==> src/rtl/compositor_pkg.sv <==
// Shared types and constants for the layer compositor.
package compositor_pkg;

  typedef enum logic {
    SHAPE_RECT   = 1'b0,
    SHAPE_CIRCLE = 1'b1
  } shape_e;

  typedef struct packed {
    logic [7:0] r;
    logic [7:0] g;
    logic [7:0] b;
  } rgb24_t;

  localparam logic [23:0] BG_COLOR_DEFAULT = 24'h70707F;

endpackage

==> src/rtl/obj_hit_test.sv <==
// Per-object hit test: stage 1 registers signed offsets, stage 2 registers the hit bit.
module obj_hit_test
  import compositor_pkg::*;
#(
  parameter int unsigned CoordW = 10
) (
  input  logic              clk_i,
  input  logic              rst_ni,
  input  logic              pix_ce_i,
  input  logic [CoordW-1:0] draw_x_i,
  input  logic [CoordW-1:0] draw_y_i,
  input  logic [CoordW-1:0] obj_x_i,
  input  logic [CoordW-1:0] obj_y_i,
  input  logic [CoordW-1:0] half_w_i,
  input  logic [CoordW-1:0] half_h_i,
  input  shape_e            shape_i,
  input  logic              en_i,
  output logic              hit_o
);

  localparam int unsigned SqW = 2 * CoordW + 2;

  logic signed [CoordW:0] dx_d, dx_q, dy_d, dy_q;
  logic        [CoordW:0] adx, ady;
  logic        [SqW-1:0]  dist2, rad2;
  logic                   in_shape;
  logic                   hit_d, hit_q;

  // Offsets carry an extra sign bit so negative distances never wrap.
  always_comb begin
    dx_d = dx_q;
    dy_d = dy_q;
    if (pix_ce_i) begin
      dx_d = $signed({1'b0, draw_x_i}) - $signed({1'b0, obj_x_i});
      dy_d = $signed({1'b0, draw_y_i}) - $signed({1'b0, obj_y_i});
    end
  end

  always_comb begin
    adx   = dx_q[CoordW] ? $unsigned(-dx_q) : $unsigned(dx_q);
    ady   = dy_q[CoordW] ? $unsigned(-dy_q) : $unsigned(dy_q);
    dist2 = SqW'(adx) * SqW'(adx) + SqW'(ady) * SqW'(ady);
    rad2  = SqW'(half_w_i) * SqW'(half_w_i);
    if (shape_i == SHAPE_CIRCLE) begin
      in_shape = (dist2 <= rad2);
    end else begin
      in_shape = (adx <= {1'b0, half_w_i}) && (ady <= {1'b0, half_h_i});
    end
    hit_d = pix_ce_i ? (en_i && in_shape) : hit_q;
  end

  always_ff @(posedge clk_i or negedge rst_ni) begin
    if (!rst_ni) begin
      dx_q  <= '0;
      dy_q  <= '0;
      hit_q <= 1'b0;
    end else begin
      dx_q  <= dx_d;
      dy_q  <= dy_d;
      hit_q <= hit_d;
    end
  end

  assign hit_o = hit_q;

endmodule

==> src/rtl/layer_compositor.sv <==
// Three-stage sprite compositor: per-object hit test, priority colour select,
// per-frame collision snapshot and flash phase generation.
module layer_compositor
  import compositor_pkg::*;
#(
  parameter int unsigned N_OBJ        = 6,
  parameter int unsigned COORD_W      = 10,
  parameter int unsigned FLASH_PERIOD = 16,
  parameter logic [23:0] BG_COLOR     = BG_COLOR_DEFAULT
) (
  input  logic                      Clk,
  input  logic                      Reset_n,
  input  logic                      pix_ce,
  input  logic                      frame_start,
  input  logic [COORD_W-1:0]        DrawX,
  input  logic [COORD_W-1:0]        DrawY,
  input  logic                      blank,
  input  logic [N_OBJ*COORD_W-1:0]  ObjX,
  input  logic [N_OBJ*COORD_W-1:0]  ObjY,
  input  logic [N_OBJ*COORD_W-1:0]  ObjHalfW,
  input  logic [N_OBJ*COORD_W-1:0]  ObjHalfH,
  input  logic [N_OBJ-1:0]          ObjShape,
  input  logic [N_OBJ-1:0]          ObjEn,
  input  logic [N_OBJ-1:0]          ObjFlash,
  input  logic [N_OBJ*24-1:0]       ObjColor,
  output logic [7:0]                Red,
  output logic [7:0]                Green,
  output logic [7:0]                Blue,
  output logic [N_OBJ-1:0]          CollideMask
);

  localparam int unsigned CntW = (FLASH_PERIOD > 1) ? $clog2(FLASH_PERIOD) : 1;

  logic [N_OBJ-1:0] hit, vis, contrib;
  logic             multi_hit;
  logic             blank_s1_d, blank_s1_q, blank_s2_d, blank_s2_q;
  rgb24_t           pix_color, rgb_d, rgb_q;
  logic [N_OBJ-1:0] collide_acc_d, collide_acc_q, collide_mask_d, collide_mask_q;
  logic [CntW-1:0]  frame_cnt_d, frame_cnt_q;
  logic             flash_phase_d, flash_phase_q;

  for (genvar g = 0; g < N_OBJ; g++) begin : g_obj
    obj_hit_test #(
      .CoordW (COORD_W)
    ) u_hit (
      .clk_i    (Clk),
      .rst_ni   (Reset_n),
      .pix_ce_i (pix_ce),
      .draw_x_i (DrawX),
      .draw_y_i (DrawY),
      .obj_x_i  (ObjX[g*COORD_W +: COORD_W]),
      .obj_y_i  (ObjY[g*COORD_W +: COORD_W]),
      .half_w_i (ObjHalfW[g*COORD_W +: COORD_W]),
      .half_h_i (ObjHalfH[g*COORD_W +: COORD_W]),
      .shape_i  (shape_e'(ObjShape[g])),
      .en_i     (ObjEn[g]),
      .hit_o    (hit[g])
    );
  end

  always_comb begin
    blank_s1_d = pix_ce ? blank      : blank_s1_q;
    blank_s2_d = pix_ce ? blank_s1_q : blank_s2_q;
  end

  // Scan from lowest priority upward so index 0 wins.
  always_comb begin
    vis       = hit & ~(ObjFlash & {N_OBJ{flash_phase_q}});
    pix_color = BG_COLOR;
    for (int i = N_OBJ - 1; i >= 0; i--) begin
      if (vis[i]) pix_color = ObjColor[i*24 +: 24];
    end
    if (!blank_s2_q) pix_color = '0;
    rgb_d = pix_ce ? pix_color : rgb_q;
  end

  // Collisions use raw hits so flashing objects still report overlaps.
  always_comb begin
    multi_hit      = (int'($countones(hit)) >= 2);
    contrib        = (pix_ce && multi_hit) ? hit : '0;
    collide_acc_d  = frame_start ? '0 : (collide_acc_q | contrib);
    collide_mask_d = frame_start ? (collide_acc_q | contrib) : collide_mask_q;
  end

  always_comb begin
    frame_cnt_d   = frame_cnt_q;
    flash_phase_d = flash_phase_q;
    if (frame_start) begin
      if (frame_cnt_q == CntW'(FLASH_PERIOD - 1)) begin
        frame_cnt_d   = '0;
        flash_phase_d = ~flash_phase_q;
      end else begin
        frame_cnt_d = frame_cnt_q + CntW'(1);
      end
    end
  end

  always_ff @(posedge Clk or negedge Reset_n) begin
    if (!Reset_n) begin
      blank_s1_q     <= 1'b0;
      blank_s2_q     <= 1'b0;
      rgb_q          <= '0;
      collide_acc_q  <= '0;
      collide_mask_q <= '0;
      frame_cnt_q    <= '0;
      flash_phase_q  <= 1'b0;
    end else begin
      blank_s1_q     <= blank_s1_d;
      blank_s2_q     <= blank_s2_d;
      rgb_q          <= rgb_d;
      collide_acc_q  <= collide_acc_d;
      collide_mask_q <= collide_mask_d;
      frame_cnt_q    <= frame_cnt_d;
      flash_phase_q  <= flash_phase_d;
    end
  end

  assign Red         = rgb_q.r;
  assign Green       = rgb_q.g;
  assign Blue        = rgb_q.b;
  assign CollideMask = collide_mask_q;

endmodule

==> config.mk <==
export PLATFORM = sky130hd
export DESIGN_NAME = layer_compositor
export DESIGN_NICKNAME = d
export VERILOG_FILES = /design/src/rtl/compositor_pkg.sv /design/src/rtl/obj_hit_test.sv /design/src/rtl/layer_compositor.sv
export SDC_FILE = /design/constraint.sdc
export NUM_CORES = 2
export LEC_CHECK = 0
export CAP_MARGIN = 15
export CORE_UTILIZATION = 60
export CTS_BUF_LIST = sky130_fd_sc_hd__clkbuf_8
export DETAILED_ROUTE_END_ITERATION = 12
export GPL_ROUTABILITY_DRIVEN = 0
export HOLD_SLACK_MARGIN = 0.02
export PLACE_DENSITY_LB_ADDON = 0.3
export SYNTH_ARGS = -nofsm -noshare
export SYNTH_HDL_FRONTEND = slang
export SYNTH_SLANG_ARGS = --single-unit
==> constraint.sdc <==
create_clock -name Clk -period 20.8 [get_ports Clk]
set_input_delay 4.16 -clock Clk [delete_from_list [all_inputs] [get_ports Clk]]
set_output_delay 4.16 -clock Clk [all_outputs]
set_load 0.01 [all_outputs]
==> After elaboration in Yosys (flattened, before gate mapping) <==
Cells that the tools add are included.
{ "totals": {"reg_bits": 181, "inputBits": 427, "output_inout_bits": 30} }
{ "classes": {"addsub": 36, "multipliers": 18, "magnitude_cmp": 19, "n_eq_ne": 1, "n_mux": 28, "bitwise_logic": 5, "n_reduce_logical": 14} }
{ "op_table": {"columns": ["operator", "count"], "rows": [
  ["11-bit by 11-bit multiplier with 22-bit output", 12],
  ["24-bit two-way mux", 7],
  ["22-bit adder", 6],
  ["11-bit by 10-bit less-or-equal comparator with 1-bit output", 12],
  ["22-bit by 20-bit less-or-equal comparator with 1-bit output", 6],
  ["11-bit two-way mux", 12],
  ["11-bit negation", 12],
  ["10-bit by 10-bit subtractor with 11-bit output", 12],
  ["10-bit by 10-bit multiplier with 20-bit output", 6],
  ["1-bit logical AND", 13],
  ["6-bit bitwise AND", 2],
  ["6-bit two-way mux", 2],
  ["1-bit by 1-bit adder with 2-bit output", 3],
  ["1-bit two-way mux", 6],
  ["6-bit inverter", 1],
  ["6-bit OR", 1],
  ["3-bit by 2-bit adder with 4-bit output", 1],
  ["4-bit by 1-bit adder with 4-bit output, second input constant", 1],
  ["4-bit equality test, second input constant", 1],
  ["4-bit by 2-bit greater-or-equal comparator with 1-bit output, second input constant", 1],
  ["4-bit two-way mux", 1],
  ["2-bit by 2-bit adder with 3-bit output", 1],
  ["2-bit AND reduction", 1],
  ["1-bit inverter", 1]
]} }

==> Depth between registers and ports, before layout <==
{ "logic_depth": {"word_depth": 10, "mapped_depth": 40, "mapped_depth_nobuf": 39} }

==> Cells and area by module <==
A second synthesis with hierarchy kept.
{ "hier_totals": {"hier_cells": 8727, "area_unflattened_um2": 75884.0} }
{ "modules_own_cells": {"columns": ["mod", "n_inst", "cells_per_inst", "area_each_um2", "seq_area_each_um2"], "rows": [
  ["obj_hit_test at g_obj[0].u_hit", 1, 1406, 12151.7, 575.6],
  ["obj_hit_test at g_obj[1].u_hit", 1, 1399, 12099.1, 575.6],
  ["obj_hit_test at g_obj[2].u_hit", 1, 1371, 12000.3, 575.6],
  ["obj_hit_test at g_obj[4].u_hit", 1, 1366, 11999.0, 575.6],
  ["obj_hit_test at g_obj[3].u_hit", 1, 1377, 11985.2, 575.6],
  ["obj_hit_test at g_obj[5].u_hit", 1, 1396, 11982.7, 575.6],
  ["layer_compositor", 1, 412, 3666.0, 1076.0]
]} }

==> Worst setup path after synthesis <==
OpenSTA, ideal clock, no wires.
{ "synth_timing": {"path_type": "input to register", "start": "in ObjHalfW[14]", "end": "reg g_obj[1].u_hit.hit_q", "arrival_time_ns": 9.870, "path_slack_ns": 10.834, "stages": 29, "n_path_buf": 0, "cell_sequence": "inv_1 -> nor2_1 -> fa_1 -> inv_1 -> fa_1 -> fa_1 -> fa_1 -> inv_1 -> fa_1 -> ha_1 -> nor2b_1 -> a41oi_1 -> a211oi_1 -> a21o_1 -> a21o_1 -> nand2_1 -> nand2b_1 -> a21o_1 -> xnor2_1 -> ha_1 -> a21oi_1 -> nor2b_1 -> o21ai_0 -> nand2b_1 -> a21oi_1 -> nor2b_1 -> a2111oi_0 -> a31oi_1 -> o31ai_1"} }
{ "synth_between": {"elab_chain_cells": 4} }
{ "synth_lines": {"columns": ["element", "line", "text"], "rows": [
  ["from (decl)", "layer_compositor.sv:20", "input logic [N_OBJ*COORD_W-1:0] ObjHalfW,"],
  ["10-bit by 10-bit multiplier with 20-bit output / 11-bit by 10-bit less-or-equal comparator with 1-bit output (equally long branches)", "obj_hit_test.sv:43, obj_hit_test.sv:47", null],
  ["22-bit by 20-bit less-or-equal comparator with 1-bit output / 1-bit logical AND (equally long branches)", "obj_hit_test.sv:45, obj_hit_test.sv:47", null],
  ["1-bit two-way mux *", "obj_hit_test.sv:44", "if (shape_i == SHAPE_CIRCLE) begin"],
  ["1-bit logical AND *", "obj_hit_test.sv:49", "hit_d = pix_ce_i ? (en_i && in_shape) : hit_q;"],
  ["to (signal assigned)", "obj_hit_test.sv:60", "hit_q <= hit_d;"],
  ["to (decl)", "obj_hit_test.sv:27", "logic hit_d, hit_q;"]
]} }
Every way passes the cells marked *; elsewhere a longest branch is shown, timed or not.
A chain may end at the register's enable or synchronous reset.

==> Worst setup path after layout <==
{ "layout_timing": {"start": "in ObjHalfW[13]", "end": "reg g_obj[1].u_hit.hit_q"} }
Same word-level chain as after synthesis.

==> impl_results.md <==
- Status: completed
- Cell area after synthesis: 0.07382 mm²
- Final ANT Viol Nets: 0
- Post-DR vias/cell: about 5.5
- Critical path arrival: 11.02 ns
- CP endpoint kind: flip-flop
- Fin Setup TNS: 0 ns
- Unrepaired setup endpoints after global routing: false
- Initial Util: roughly 60%
- Worst path max stage delay: 0.68 ns
- Avg WL per Cell: between 15 and 20 µm
- Dpl ws: 9.739 ns
- Via count: roughly 60,000
- Cell taking the most area after synthesis: fa_1
- Crit path from: ObjHalfW[13]
- DRC Markers: 0
- Crit path launch type: input port
- CP top delay family: adder cells
- Post-DP HPWL: around 170,000 µm
- Hold WS: about 0.50 ns
- Top FF cell, synth: dfrtp_1
- Syn Inst Count: 8,512
- Req. time, crit path: roughly 21 ns
- CTS Root Cell: clkbuf_8
- Top cells by count, synth: inv_1, fa_1, ha_1
- Area grow syn2layout: 9.932%
- Postcts setup bufs: 0
- Hold Buf Count CTS: 0
- Max-slew headroom: 20.42%
- Core area: 0.1219 mm²
- Setup Skew: 0.02748 ns
- WP buf/inv: 2
- Layout net count: 11,900
- Die area: ~0.12 mm²
- Hold Path Origin: collide_acc_q[5]
- Global-route wire length before repair: approximately 320,000 µm
- Crit path depth: 28
- Tmin final: 10.51 ns
- Worst slew pin tran: around 1.2 ns
- Crit path top cell by count: fa_1
- Max Freq: about 95 MHz
- Drt pass-1 iters: 7
- Post-synth top area share: 34.57%
- Final non-filler cell total: 10,660
- CTS Buf Count: 17
- Max Cap Viol: 0
- Post-synthesis sequential area ratio: 6.135%
- Number of failing hold endpoints at the final stage: 0
- Ports: 457
- Worst skew pair latency: between 0.6 and 0.7 ns
- Reg2reg end: g_obj[3].u_hit.hit_o
- Worst Setup Path Type: in -> reg
- TritonCTS clock tree: yes
- Synthesis-stage register bit count: 181
- Max Slew Vio Count: 0
- Worst-path fanout max: 9
- Post-synth EDFFs: 0
- Synth async-reset ratio: between 90% and 100%
- Pin count of the biggest net entering global routing: 70
- Synth unique cells: 84
- Most frequent cell after synthesis: inv_1
- Clk pin slew, worst setup/hold paths: 0.12 ns
- Worst setup path end: g_obj[1].u_hit.hit_o
- Total track usage: 32.56%
- Chip height: 352.8 µm
- WL final: 197,200 µm
- Sink Count: 181
- Initial antenna violation count: 27
- Gr ovfl total: 0
- R2r startpoint: g_obj[3].u_hit.dx_q[0]
- Top cells by area, synth: fa_1, ha_1, inv_1, dfrtp_1, nor2_1
- Synth Area per Inst: 8.673 µm²
- Count of port buffers added during placement: approximately 460
- Endpoints failing setup: 0
- Post-cts sizing count: 0
- Reg2reg setup slack: 10.31 ns
- Number of global-route vias before repair: 62,480
- Hold WC Path Type: reg -> reg
- Critical-path top delay cell: clkdlybuf4s50_1
- Die X: around 350 µm
- First DRT Iteration DRCs: around 3,900
- Worst Reg-to-Reg Cells: 33
- Layout cells sized above 1: 2.260%
- Setup WS post-layout: 10.29 ns
- YS warnings: 0
- Row count: 128
- # H-tree levels: 4
- CTS Buffer Depth: 2
- Final Cycle Share: around half
- Placed insts: between 10,000 and 15,000
-- logic make-up (layout without fill, tap and decap cells) --
group                      Yosys count  in the layout  synth area share, %
xor gates and xnor gates           414            414                4.932
muxes                               78             78                1.175
buffers and inverters             2353           2784                11.96
adders and majority gates         2456           2456                54.59
other                                2             97              0.01017
and+or+nand+nor                   1951           1951                11.55
DFF                                181            181                6.135
AOI/OAI and AO/OA                 1077           1077                9.644
-- final cells by class --
type                    count  area [µm²]
inverters                2252        8458
clock inverters            15       186.4
fillers                  9873       40720
well taps                1625        2033
multi-input cells        6060       60780
diodes                     13       32.53
repair buffers            500        4901
flip-flops and latches    181        4529
clock buffers              17       234.0
-- flip-flops by register name, indices dropped and copies added, names as in the netlist --
signal and count:
g_obj.u_hit.dx_q 66, g_obj.u_hit.dy_q 66, Blue 8, Green 8
Red 8, CollideMask 6, collide_acc_q 6, g_obj.u_hit.hit_o 6
frame_cnt_q 4, blank_s1_q 1, blank_s2_q 1, flash_phase_q 1
-- routing by layer --
| layer | vias up | GRT usage (%) | routed length (µm) |
|---|---|---|---|
| li1 | 27420 | - | - |
| met1 | 29140 | 43.04 | 81220 |
| met2 | 1958 | 52.43 | 91370 |
| met3 | 401 | 7.333 | 16930 |
| met4 | 22 | 11.96 | 7575 |
| met5 | - | 0 | 132 |
-- worst min path at each step --
stage / to / slack, ns / depth (start not counted)
5_1_grt: Red[4] / 0.51 / 1
3_5_place_dp: Green[1] / 0.47 / 1
3_3_place_gp: collide_acc_q[5] / 0.46 / 2
2_1_floorplan: collide_acc_q[0] / 0.45 / 2
4_1_cts: collide_acc_q[5] / 0.50 / 2
6_report: collide_acc_q[5] / 0.50 / 2
-- through the flow --
step                area (µm²)  utilization [%]
floorplan                74130                -
global placement         80700            66.22
detailed placement       80700            66.22
CTS                      81120            66.56
global route             81150            66.58
finish                   81160            66.59
-- layout by cell type, fill, tap and decap left out, types with 25 or more instances in the layout --
| master | synthesis | routed |
|---|---|---|
| nor2b_1 | 80 | 80 |
| o21a_1 | 60 | 60 |
| and2_1 | 62 | 62 |
| xor2_1 | 149 | 149 |
| ha_1 | 1181 | 1181 |
| buf_4 | 0 | 44 |
| o21ai_0 | 187 | 187 |
| a21o_1 | 160 | 160 |
| a21boi_0 | 33 | 32 |
| nand3_1 | 70 | 70 |
| inv_1 | 2210 | 2211 |
| nor3_1 | 92 | 92 |
| o21bai_1 | 25 | 25 |
| nand2b_1 | 67 | 67 |
| conb_1 | 2 | 84 |
| clkdlybuf4s50_1 | 0 | 454 |
| dfrtp_1 | 181 | 181 |
| mux2_2 | 69 | 69 |
| nor2_1 | 810 | 810 |
| fa_1 | 1275 | 1275 |
| o31ai_1 | 64 | 64 |
| nand4_1 | 55 | 55 |
| xnor2_1 | 263 | 263 |
| nand2_1 | 620 | 620 |
| a21oi_1 | 274 | 274 |
-- worst register-to-register path: cells and delay by family (launching register included) --
family	cells	cell delay, ns
and+or+nand+nor	6	0.75
adders and majority gates	9	4.09
AOI/OAI and AO/OA	12	3.19
xor gates and xnor gates	1	0.81
DFF	1	0.51
buffers and inverters	5	1.04
Power is not shown: default switching activity piles up to over one toggle a cycle in this logic, so the estimate is an artifact.
